### src/rtl/mem_arbiter.sv
// -----------------------------------------------------------------------------
// mem_arbiter
//
// Shares one single-ported, fixed-latency memory between an instruction-fetch
// port (i_*) and a data load/store port (d_*). At most one access is granted
// per cycle. The grant decision and the payload mux are combinational. Every
// read that is granted is tracked in a READ_LATENCY-deep pipeline, so that its
// response can be steered back to the port that issued it.
//
// Handshake: a requester raises *_req with a stable payload. It holds both
// until the cycle in which *_gnt is 1. That cycle is the transfer, and the
// arbiter only grants while mem_ready=1. The responses (*_rvalid) are
// single-cycle pulses and carry no back-pressure. Both *_rdata outputs carry
// mem_rdata, so a consumer must qualify the data with its own *_rvalid.
//
// Arbitration:
//   default          : data has fixed priority. A starvation guard forces
//                      fetch to win once it has been passed over STARVE_LIMIT
//                      times in a row. STARVE_LIMIT=0 disables the guard.
//   MEM_ARB_RR_EN    : (macro defined) round-robin on contention, tracked by
//                      a 1-bit last-winner pointer. This mode builds no
//                      starvation counter.
//
// Ports:
//   clk, reset            clock, asynchronous active-low reset
//   i_req/i_addr          fetch request and address
//   i_gnt                 fetch accepted this cycle
//   i_rvalid/i_rdata      fetch response
//   d_req/d_we/d_addr     data request, store flag, address
//   d_wdata/d_wmask       store data and bit mask
//   d_gnt                 data accepted this cycle
//   d_rvalid/d_rdata      load response
//   mem_req/mem_we        memory access issued, write enable
//   mem_addr/mem_wdata    memory address and write data
//   mem_wmask             memory write bit mask
//   mem_ready             memory can accept an access this cycle
//   mem_rdata             read data, READ_LATENCY cycles after accept
// -----------------------------------------------------------------------------
module mem_arbiter #(
  parameter int XLEN         = 32,
  parameter int READ_LATENCY = 2,   // legal range 1..8
  parameter int STARVE_LIMIT = 4    // 0 disables the fetch starvation guard
) (
  input  logic            clk,
  input  logic            reset,

  input  logic            i_req,
  input  logic [XLEN-1:0] i_addr,
  output logic            i_gnt,
  output logic            i_rvalid,
  output logic [XLEN-1:0] i_rdata,

  input  logic            d_req,
  input  logic            d_we,
  input  logic [XLEN-1:0] d_addr,
  input  logic [XLEN-1:0] d_wdata,
  input  logic [XLEN-1:0] d_wmask,
  output logic            d_gnt,
  output logic            d_rvalid,
  output logic [XLEN-1:0] d_rdata,

  output logic            mem_req,
  output logic            mem_we,
  output logic [XLEN-1:0] mem_addr,
  output logic [XLEN-1:0] mem_wdata,
  output logic [XLEN-1:0] mem_wmask,
  input  logic            mem_ready,
  input  logic [XLEN-1:0] mem_rdata
);

  logic w_fetch_wins;
  logic w_data_wins;
  logic w_rd_issue;

`ifdef MEM_ARB_RR_EN
  // 1 = data won the most recent grant. The reset value is "fetch won last",
  // so data takes the first contention.
  logic r_last_data;

  always_comb begin
    w_fetch_wins = 1'b0;
    w_data_wins  = 1'b0;
    // A grant needs reset to be released. This keeps all gnt/mem_req low
    // while reset is held.
    if (reset && mem_ready) begin
      if (i_req && d_req) begin
        w_fetch_wins = r_last_data;
        w_data_wins  = ~r_last_data;
      end else begin
        w_fetch_wins = i_req;
        w_data_wins  = d_req;
      end
    end
  end

  always_ff @(posedge clk or negedge reset) begin
    if (!reset) begin
      r_last_data <= 1'b0;
    end else if (w_fetch_wins || w_data_wins) begin
      r_last_data <= w_data_wins;
    end
  end
`else
  // The counter must still be at least 1 bit wide when the guard is disabled.
  localparam int SW = (STARVE_LIMIT > 0) ? $clog2(STARVE_LIMIT + 1) : 1;

  logic [SW-1:0] r_starve_cnt;
  logic          w_starved;

  assign w_starved = (STARVE_LIMIT != 0) && (r_starve_cnt == SW'(STARVE_LIMIT));

  always_comb begin
    w_fetch_wins = 1'b0;
    w_data_wins  = 1'b0;
    if (reset && mem_ready) begin
      if (d_req && !(w_starved && i_req)) begin
        w_data_wins = 1'b1;
      end else if (i_req) begin
        w_fetch_wins = 1'b1;
      end
    end
  end

  // Counts how many consecutive grants have gone to data while fetch was
  // waiting. Cycles where the memory stalls leave the count unchanged.
  always_ff @(posedge clk or negedge reset) begin
    if (!reset) begin
      r_starve_cnt <= '0;
    end else if (!i_req || w_fetch_wins) begin
      r_starve_cnt <= '0;
    end else if (w_data_wins && (r_starve_cnt != SW'(STARVE_LIMIT))) begin
      r_starve_cnt <= r_starve_cnt + SW'(1);
    end
  end
`endif

  assign i_gnt   = w_fetch_wins;
  assign d_gnt   = w_data_wins;
  assign mem_req = w_fetch_wins | w_data_wins;

  // Payload mux. A fetch never writes, so its wdata and wmask are forced to 0.
  always_comb begin
    mem_we    = 1'b0;
    mem_addr  = '0;
    mem_wdata = '0;
    mem_wmask = '0;
    if (w_data_wins) begin
      mem_we    = d_we;
      mem_addr  = d_addr;
      mem_wdata = d_wdata;
      mem_wmask = d_wmask;
    end else if (w_fetch_wins) begin
      mem_addr  = i_addr;
    end
  end

  // Response pipeline. Stage k holds {valid, id} of the read granted k+1
  // cycles ago, with id 0 = fetch and id 1 = data. Stores enter as invalid,
  // so they never produce a response.
  assign w_rd_issue = w_fetch_wins | (w_data_wins & ~d_we);

  logic [READ_LATENCY-1:0] r_pipe_vld;
  logic [READ_LATENCY-1:0] r_pipe_id;

  always_ff @(posedge clk or negedge reset) begin
    if (!reset) begin
      r_pipe_vld <= '0;
      r_pipe_id  <= '0;
    end else begin
      r_pipe_vld[0] <= w_rd_issue;
      r_pipe_id[0]  <= w_data_wins;
      for (int k = 1; k < READ_LATENCY; k++) begin
        r_pipe_vld[k] <= r_pipe_vld[k-1];
        r_pipe_id[k]  <= r_pipe_id[k-1];
      end
    end
  end

  assign i_rvalid = r_pipe_vld[READ_LATENCY-1] & ~r_pipe_id[READ_LATENCY-1];
  assign d_rvalid = r_pipe_vld[READ_LATENCY-1] &  r_pipe_id[READ_LATENCY-1];
  assign i_rdata  = mem_rdata;
  assign d_rdata  = mem_rdata;

endmodule

### config.mk
export PLATFORM = sky130hd
export DESIGN_NAME = mem_arbiter
export DESIGN_NICKNAME = d
export VERILOG_FILES = /design/src/rtl/mem_arbiter.sv
export SDC_FILE = /design/constraint.sdc
export NUM_CORES = 1
export LEC_CHECK = 0
export BUFFER_PORTS_ARGS = -buffer_cell sky130_fd_sc_hd__clkbuf_2
export CAP_MARGIN = 30
export CORE_AREA = 2 2 128 130
export DETAILED_ROUTE_END_ITERATION = 10
export DIE_AREA = 0 0 130 132
export SYNTH_ARGS = -nofsm -noshare
export SYNTH_HDL_FRONTEND = slang
export SYNTH_SLANG_ARGS = --single-unit
### constraint.sdc
create_clock -name clk -period 2.52 [get_ports clk]
set_clock_uncertainty 0.15 [all_clocks]
set_input_delay 0.126 -clock clk [delete_from_list [all_inputs] [get_ports clk]]
set_output_delay 0.126 -clock clk [all_outputs]
set_load 0.05 [all_outputs]
==> run summary <==
DR vias/cell: 3.26
Max-slew violations: 0
Initial antenna violation count: 0
Worst setup slack after layout: 0.164 ns
Synthesized area: 1630 µm²
RSZ-0062 raised after global routing: false
Syn_nets: 375
Arrival time at the worst endpoint: 2.08 ns
IO Pins: 332
Hold Crit Class: primary input to flip-flop
Worst-margin pin slew: 0.375 ns
Final Setup Violations: 0
# nets final: 543
Largest net degree at the start of global routing: 51
Clock-pin slew on the worst setup and hold paths: 0.04 ns
WS Path Type: flip-flop to output port
Via count: 1921
Status: completed
Routed wire length: 7160 µm
Initial DRT Pass Iterations: 4
Initial core utilization: 10.3%
Crit path time final: 2.36 ns
Max Fanout on Critical Path: 50
Worst path slowest cell: dfrtp_1
Final Cycle Share: 93.5%
DRT antenna net count: 0
Iteration-0 DRC Markers: 58
First-pass GRT wire length: 10300 µm
Hold WS: 0.0650 ns
Critical path endpoint category: output port
Layout cell share with drive strength beyond 1: 66.0%
Row count: 46
Area growth syn-to-layout: 61.6%
Clock tree buffer depth: 2
Synth Register Bits: 7
Number of global-route vias before repair: 1816
GRT Util Overall: 7.62%
Cells resized by post-CTS repair: 0
Gr ovfl total: 0
Setup TNS: 0 ns
Drt wl/cell: 12.1 µm
Register Area: 175 µm²
CTS tree: done
Leakage power: 1.56 nW
H-tree depth: 1
Sequential share of the synthesized area: 10.8%
Clk root buf: clkbuf_16
Hpwl dp: 6320 µm
Max IR drop VDD: 296 µV
Final Total Pwr: 809 µW
Die area: 17200 µm²
Achievable Freq: 425 MHz
Chip width: 130 µm
Slew HR: 75.0%
Area post-placement: 2530 µm²
Power per standard cell area: 308 nW/µm²
Syn Area/Cell: 7.85 µm²
ANT cells: 0
Slowest stage delay, CP: 0.36 ns
DRC: 0
Final Hold Vio Count: 0
CTS sink count: 7
Startpoint Class: flip-flop
Final Cell Area: 2630 µm²
Filler Cells Inserted: 1806
Crit-path cells: inv_1 -> ha_1 -> nand3_2 -> nand4_4 -> inv_4 -> buf_4 -> and2_1 -> clkbuf_2
CTS buffer count: 3
Post-Place Worst Slack: 0.378 ns
Port bufs: 235
Core area: 15700 µm²
Area of the multi-input gates: 848 µm²
RD Place Congestion: 0.743
Unique masters post-synth: 20
Die Y: 132 µm
Synth Instances: 207
Max_cap viols: 0
Skew-Pair Late Insertion Delay: 0.23 ns
Required time of the critical path: 2.24 ns
Warnings, synthesis: 0
==> power breakdown <==
group          internal [mW]  total (mW)  switching, mW
combinational          0.144       0.421          0.277
sequential             0.117       0.118        0.00146
clock                  0.208       0.270         0.0622
total                  0.469       0.809          0.341
==> synthesized netlist by cell type, drive strengths merged <==
cell    number  area [µm²]
a21oi        1        16.3
a22o        32         280
and2        66         413
buf         74         568
clkbuf       4        20.0
dfrtp        7         175
ha           2        25.0
inv          3        13.8
nand2        5        18.8
nand3        5        30.0
nand4        1        21.3
nor2b        1        6.26
o21ai        3        15.0
o21bai       1        7.51
or2          1        6.26
xor2         1        8.76
==> state kept, by name, summed over array words and instances, names as in the netlist <==
name and flops:
r_pipe_vld 2, r_pipe_id 2, r_starve_cnt 3
==> worst paths after layout <==
check                                 from         endpoint  slack [ns]  cells past startpoint
min in group asynchronous            reset     r_pipe_id[0]        0.16                      2
setup / recovery           r_starve_cnt[0]     mem_wmask[5]        0.16                      8
max in group asynchronous            reset  r_starve_cnt[2]        1.85                      2
hold / removal                   mem_ready    r_pipe_vld[0]        0.07                      3
hold reg to reg               r_pipe_id[0]     r_pipe_id[1]        0.19                      0
setup reg to reg           r_starve_cnt[0]     r_pipe_id[0]        0.91                      6
==> layout by cell type, fill, tap and decap left out, drive strengths merged <==
cell type    count
nand2            5
ha               2
o21bai           1
nand3            5
xor2             1
a22o            32
inv              3
clkinv           1
dlygate4sd3      2
and2            66
nand4            1
clkbuf         238
buf              4
or2              1
o21ai            3
dfrtp            7
nor2b            1
a21oi            1
==> critical path: cells and delay by family, from the launching register on <==
kind / cells / cell delay [ns]
adder cells (fa/ha/maj): 1 / 0.22
buffers and inverters: 4 / 0.80
flip-flops: 1 / 0.36
AND/OR/NAND/NOR: 3 / 0.45
==> cell families after synthesis <==
family                   after synthesis  share of synthesized area (%)
buffers and inverters                 81                           37.0
AND/OR/NAND/NOR                       79                           30.5
AO/OA/AOI/OAI                         37                           19.6
flip-flops                             7                           10.8
adder cells (fa/ha/maj)                2                           1.54
XOR/XNOR                               1                          0.539
==> per-stage QoR <==
| step | cells | utilization, % |
|---|---|---|
| after floorplan | 207 | - |
| after global placement | 584 | 16.1 |
| after detailed placement | 584 | 16.1 |
| after CTS | 590 | 16.7 |
| after global routing | 590 | 16.7 |
| final | 590 | 16.7 |
==> cell type report <==
class	instances	area share (%)
well taps	216	10.3
repair buffers	241	47.2
flip-flops and latches	7	6.67
inverters	3	0.524
clock inverters	1	0.191
multi-input cells	119	32.3
clock buffers	3	2.86
==> timing repair <==
| item | 4_1_cts | 5_1_grt |
|---|---|---|
| hold endpoints to repair | 8 | 0 |
| buffers inserted | 0 | 0 |
| hold buffers | 2 | 0 |
==> per-layer routing <==
layer  wire length, µm  vias up  global-route usage (%)
met1              2940      819                    9.60
met3               636       37                    2.07
met2              3330      112                    12.2
met4               253        0                    3.05
li1                  -      953                       -
met5                 0        -                       0
(Power assumes the default switching activity.)
